### config.mk
export PLATFORM = sky130hd
export DESIGN_NAME = timer_scheduler
export DESIGN_NICKNAME = d
export VERILOG_FILES = /design/src/rtl/timer_scheduler.sv
export SDC_FILE = /design/constraint.sdc
export NUM_CORES = 1
export LEC_CHECK = 0
export ABC_AREA = 1
export CAP_MARGIN = 20
export CORE_UTILIZATION = 38
export DETAILED_ROUTE_END_ITERATION = 6
export PLACE_DENSITY = 0.83
export SYNTH_ARGS = -nofsm -noshare
export SYNTH_HDL_FRONTEND = slang
export SYNTH_SLANG_ARGS = --single-unit
export TNS_END_PERCENT = 100
### constraint.sdc
create_clock -name clock -period 3 [get_ports clock]
set_input_delay 0.6 -clock clock [delete_from_list [all_inputs] [get_ports clock]]
set_output_delay 0.6 -clock clock [all_outputs]
set_load 0.01 [all_outputs]
### src/rtl/timer_scheduler.sv
// ---------------------------------------------------------------------------
// timer_scheduler
//
// Shares a single external 74163-style up-counter (contador_163) between
// four requesting channels. A round-robin arbiter hands the counter to one
// channel at a time. The counter is preloaded so that it reaches its terminal
// count TEMPO after the channel's requested number of cycles. The counter's
// rco then completes the interval with a one-cycle done pulse.
//
// Ports
//   clock    : single clock, rising edge
//   clr_n    : asynchronous active-low reset
//   req      : per-channel level request; dropping it aborts an owned interval
//   delay    : per-channel delay in cycles, channel i at [i*N +: N]
//   cnt_rco  : ripple carry out from the shared counter
//   cnt_clr  : counter synchronous clear (held while idle)
//   cnt_ld   : counter parallel load
//   cnt_ent  : counter count enable T
//   cnt_enp  : counter count enable P
//   cnt_D    : counter load value
//   gnt      : registered one-hot owner of the counter
//   busy     : an interval is loading or running
//   done     : registered one-cycle one-hot completion pulse
// ---------------------------------------------------------------------------
module timer_scheduler #(
  parameter int N     = 16,
  parameter int TEMPO = 2000
) (
  input  logic           clock,
  input  logic           clr_n,
  input  logic [3:0]     req,
  input  logic [4*N-1:0] delay,
  input  logic           cnt_rco,
  output logic           cnt_clr,
  output logic           cnt_ld,
  output logic           cnt_ent,
  output logic           cnt_enp,
  output logic [N-1:0]   cnt_D,
  output logic [3:0]     gnt,
  output logic           busy,
  output logic [3:0]     done
);

  typedef enum logic [1:0] {
    IDLE = 2'd0,
    LOAD = 2'd1,
    RUN  = 2'd2
  } state_e;

  localparam logic [N-1:0] TEMPO_N = N'(TEMPO);

  state_e     state_q, state_d;
  logic [3:0] gnt_q,   gnt_d;
  logic [3:0] done_q,  done_d;
  // Last granted channel; while busy it also names the current owner.
  logic [1:0] ptr_q,   ptr_d;

  logic [3:0]   eligible;
  logic [1:0]   win_idx;
  logic [1:0]   cand;
  logic         win_found;
  logic         owner_req;
  logic [N-1:0] sel_delay;

  // -------------------------------------------------------------------------
  // Round-robin search starting one past the last granted channel. A channel
  // that is showing done this cycle may not be regranted on the same edge.
  // -------------------------------------------------------------------------
  always_comb begin
    // NOTE: every variable written in a combinational block gets a default
    // first; a path that skips an assignment would otherwise infer a latch.
    eligible  = req & ~done_q;
    win_idx   = ptr_q;
    win_found = 1'b0;
    cand      = ptr_q;
    for (int k = 1; k <= 4; k++) begin
      cand = ptr_q + 2'(k);
      if (!win_found && eligible[cand]) begin
        win_found = 1'b1;
        win_idx   = cand;
      end
    end
  end

  assign owner_req = |(req & gnt_q);
  assign sel_delay = delay[ptr_q*N +: N];

  // -------------------------------------------------------------------------
  // Next-state logic
  // -------------------------------------------------------------------------
  always_comb begin
    state_d = state_q;
    gnt_d   = gnt_q;
    ptr_d   = ptr_q;
    done_d  = 4'b0000;
    unique case (state_q)
      IDLE: begin
        gnt_d = 4'b0000;
        if (win_found) begin
          gnt_d          = 4'b0000;
          gnt_d[win_idx] = 1'b1;
          ptr_d          = win_idx;
          state_d        = LOAD;
        end
      end
      LOAD: begin
        if (!owner_req) begin
          gnt_d   = 4'b0000;
          state_d = IDLE;
        end else begin
          state_d = RUN;
        end
      end
      RUN: begin
        // An abort takes priority over a terminal count on the same edge.
        if (!owner_req) begin
          gnt_d   = 4'b0000;
          state_d = IDLE;
        end else if (cnt_rco) begin
          done_d  = gnt_q;
          gnt_d   = 4'b0000;
          state_d = IDLE;
        end
      end
      default: begin
        gnt_d   = 4'b0000;
        state_d = IDLE;
      end
    endcase
  end

  // -------------------------------------------------------------------------
  // State registers
  // -------------------------------------------------------------------------
  always_ff @(posedge clock or negedge clr_n) begin
    if (!clr_n) begin
      state_q <= IDLE;
      gnt_q   <= 4'b0000;
      done_q  <= 4'b0000;
      // Pointing at channel 3 makes channel 0 the first candidate.
      ptr_q   <= 2'd3;
    end else begin
      // NOTE: sequential state uses non-blocking assignments so every
      // register samples the pre-edge values regardless of statement order.
      state_q <= state_d;
      gnt_q   <= gnt_d;
      done_q  <= done_d;
      ptr_q   <= ptr_d;
    end
  end

  // -------------------------------------------------------------------------
  // Counter controls, decoded from the state alone
  // -------------------------------------------------------------------------
  always_comb begin
    cnt_clr = 1'b0;
    cnt_ld  = 1'b0;
    cnt_ent = 1'b0;
    cnt_enp = 1'b0;
    cnt_D   = '0;
    unique case (state_q)
      IDLE: cnt_clr = 1'b1;
      LOAD: begin
        cnt_ld = 1'b1;
        // Preload so TEMPO is reached after the requested cycles; a delay
        // longer than TEMPO saturates to a full count from zero.
        cnt_D  = (sel_delay > TEMPO_N) ? '0 : (TEMPO_N - sel_delay);
      end
      RUN: begin
        cnt_ent = 1'b1;
        cnt_enp = 1'b1;
      end
      default: cnt_clr = 1'b1;
    endcase
  end

  assign gnt  = gnt_q;
  assign done = done_q;
  assign busy = (state_q == LOAD) || (state_q == RUN);

endmodule

==> impl.org <==
** Final layout
- Excluding fillers, the count of instances in the completed layout stands at 507.
- Summing all multi-input logic gate instances after layout gives between 0.001 and 0.0015 mm2.
- The area growth from synthesis to layout is 84.4%.
- Count of filler cells inserted in the layout :: roughly 330
- 0 antenna diodes ended up in the layout.
- The finished cells cover 0.00313 mm2.
- Of the cells placed in the final design, the portion with a size suffix greater than 1 is 20.8%.
- Flip-flop and latch area :: 303 um2
- Final-stage net count :: 533
- Post-layout utilization of the core :: 75.5%

** Timing
- After layout, the worst setup slack is -0.0145 ns.
- Fin Clk Skew :: 0.00325 ns
- At the pin with the least slew margin, the transition time is roughly 0.53 ns.
- Final Hold Violating Endpoints :: 0
- Final number of setup-violating endpoints :: 1
- Slew Limit Fails :: 0
- Based on the critical path, the design can be clocked at up to between 0.3 and 0.4 GHz.
- RSZ-0062 raised after global routing :: true
- On the final layout, the worst hold slack is 0.529 ns.
- Summed over all failing endpoints, the final setup total negative slack is -0.0145 ns.
- Headroom to the max-slew limit came out at 64.4%.
- After layout, the worst path uses 100% of the clock period.
- Post-route minimum period :: 3.01 ns

** Floorplanning
- Vertical die dimension :: 68.8 um
- Count of standard-cell rows :: 23
- After floorplanning, the core was sized to cover 0.00414 mm2.
- Die Span X :: 68.8 um
- Die ar. :: 0.00473 mm2
- Initial Util :: between 40% and 50%
- In this run the count of I/O pins placed on the die edge is 100.

** Critical path
- CP Capture Type :: output pin
- Together, buffers and inverters on the worst path number 4.
- Critical-path cell with the highest stage delay :: sky130_fd_sc_hd__dfstp_2
- In this run the number of cells on the critical path is 10.
- In this design, the largest share of critical-path delay is due to flip-flops.
- Launching element type of the critical path :: register
- Data arrives at the worst endpoint at 2.41 ns.
- Depth of the worst register-to-register path :: 11
- Data required, critical path :: 2.40 ns
- Setup Crit Path Kind :: register to output pin
- CP cell instances :: inv_4 > buf_4 > o21ai_0 > o21ai_1 > inv_1 > nand4_1 > nor2_2 > nand2_4 > nor3_2 > clkdlybuf4s15_2
- Largest fanout on the critical path :: 10
- In this design, the stage delay of the slowest critical-path cell is 0.62 ns.

** Routing
- In the routed design, unresolved DRC markers number 0.
- Wirelength, routed :: about 6900 um
- The routed layout has 2557 vias.
- Number of vias per cell after detailed routing :: 5.04
- Remaining number of nets flagged by the antenna check after routing :: 0
- In the final routed layout, each cell accounts on average for about 14 um.
- Pre-antenna DRT Iters :: 4
- After the first detailed-routing iteration, the DRC count stood at between 100 and 150.

** Clock tree
- The tree is rooted in a sky130_fd_sc_hd__clkbuf_8.
- In this run the number of H-tree levels came out at 1.
- TritonCTS clock tree :: built
- Clock-pin transition on the worst setup and hold timing paths :: ~0.050 ns
- TritonCTS Buffers :: 3
- Sinks on the clock net :: 12
- Clock latency on the worst-skew pair :: 0.24 ns
- Counting along the longest clock path gives a buffer depth of 2.
- Hold repair after CTS inserted 0 buffers.

** Power and ir drop
- Across the VDD grid, the largest voltage drop is roughly 0.74 mV.
- Pwr Total :: 2.99 mW
- For this design the ratio of total power to cell area is 955 mW/mm2.
- Leakage power total :: 1.57 nW

** GRT
- Wire length of the first global-routing pass :: 9290 um
- GRT overflow :: 0
- Antenna violations before repair :: 0
- Combined global-route utilization of all metal layers :: 25.7%
- The via count of the first global-routing pass was ~2200.
- Largest net degree at the start of global routing :: 28

** Hold path
- Along the worst hold path, the cell count comes to 2.
- The min-delay analysis places its worst path in the category register to register.

** Synthesis
- Number of distinct library cell variants in the gate-level netlist after synthesis :: 25
- After synthesis, the mean cell area works out to 5.20 um2.
- Sequential share of the synthesized area :: 17.9%
- Ranking of synthesized cells by area :: sky130_fd_sc_hd__nand2_1, sky130_fd_sc_hd__nor2_1, sky130_fd_sc_hd__dfrtp_1
- Post-synth design cell area :: 0.00170 mm2
- Post-synthesis cell count :: 326
- Synthesis inferred 12 register bits.
- Post-synth top area cell :: sky130_fd_sc_hd__nand2_1
- Share of Yosys cell area claimed by the top area cell type :: 21.3%
- During synthesis, Yosys emitted a total of 0 warnings.

** Place
- Post-Place Cell Area :: 0.00291 mm2
- In this run the tool buffered the top-level ports with 97 buffer cells.
- At the end of routability-driven placement, the weighted congestion stood at between 0.8 and 0.9.
- Post-detailed-placement half-perimeter wirelength :: 4940 um
- Before CTS, the worst setup slack after placement is -0.482 ns.
- Including well taps, the total number of placed cells is 492.

** Status
- Status :: complete, but fails checks
- The final reports fail on negative setup slack.

** Job
- Maxcap violations :: 0
Yosys cell counts, drive strengths merged:
| cell | instances |
|---|---|
| a21oi | 5 |
| buf | 13 |
| clkbuf | 3 |
| conb | 1 |
| dfrtp | 10 |
| dfstp | 2 |
| ha | 4 |
| inv | 36 |
| nand2 | 96 |
| nand3 | 31 |
| nand3b | 1 |
| nand4 | 6 |
| nor2 | 74 |
| nor3 | 3 |
| o21a | 1 |
| o21ai | 34 |
| o21bai | 1 |
| o22ai | 2 |
| or2 | 1 |
| xor2 | 2 |
flip-flops by register name, indices dropped and copies added (netlist names):
signal	cells
done	4
gnt	4
ptr_q	2
state_q	2
worst paths after layout:
kind                                        startpoint                endpoint  slack, ns
worst max-delay path              ptr_q[0]$_DFFE_PN1P_                cnt_D[5]      -0.01
worst min-delay path            state_q[1]$_DFFE_PN0P_  state_q[1]$_DFFE_PN0P_       0.53
worst max register to register    ptr_q[0]$_DFFE_PN1P_      gnt[0]$_DFFE_PN0P_       0.81
worst min register to register  state_q[1]$_DFFE_PN0P_  state_q[1]$_DFFE_PN0P_       0.53
max in group asynchronous                        clr_n    ptr_q[0]$_DFFE_PN1P_       1.93
min in group asynchronous                        clr_n      gnt[2]$_DFFE_PN0P_       0.71
worst min-delay path, delay by kind of cell, from the launching register on:
kind	cells	cell delay, ns
compound gates	1	0.07
flops	1	0.36
simple gates	1	0.06
routing by layer:
| metal | share of wire, % | GRT usage [%] |
|---|---|---|
| met5 | 0 | 0 |
| met2 | 49 | 46.4 |
| met4 | 3.6 | 10.5 |
| met1 | 39 | 30.3 |
| met3 | 8.4 | 3.62 |
cell families (layout without fill, tap and decap cells):
family	after synthesis	after routing	synth area share [%]
and+or+nand+nor	212	212	51.0
buffers and inverters	52	182	13.8
xor gates and xnor gates	2	2	1.03
AOI/OAI and AO/OA	43	43	13.1
other	1	2	0.221
DFF	12	12	17.9
adders and majority gates	4	4	2.95
where the power goes:
part | total, mW | switching (mW) | internal (mW)
Combinational | 2.55 | 1.40 | 1.15
Sequential | 0.263 | 0.0467 | 0.216
Clock | 0.177 | 0.0608 | 0.116
area by class of cell:
type | instances | share of cell area, %
clock buffer | 4 | 1.76
inverter | 36 | 4.40
sequential | 12 | 9.68
multi-input combinational | 263 | 40.1
tap | 50 | 2.00
timing repair buffer | 142 | 42.1
repair_timing:
action,4_1_cts,5_1_grt
setup endpoints to repair,14,14
cloned,0,1
pin swaps,2,14
setup buffers,1,9
resized for setup,59,38
cell usage in the layout (no fill, tap or decap), drive strengths merged, types with 3 or more instances in the layout:
| master | count |
|---|---|
| clkbuf | 5 |
| inv | 36 |
| o21ai | 34 |
| nand4 | 6 |
| dfrtp | 10 |
| ha | 4 |
| nor2 | 74 |
| buf | 57 |
| nor3 | 3 |
| nand2 | 96 |
| clkdlybuf4s50 | 81 |
| nand3 | 31 |
| a21oi | 5 |
Note: power is estimated with default switching activity, not from simulation.
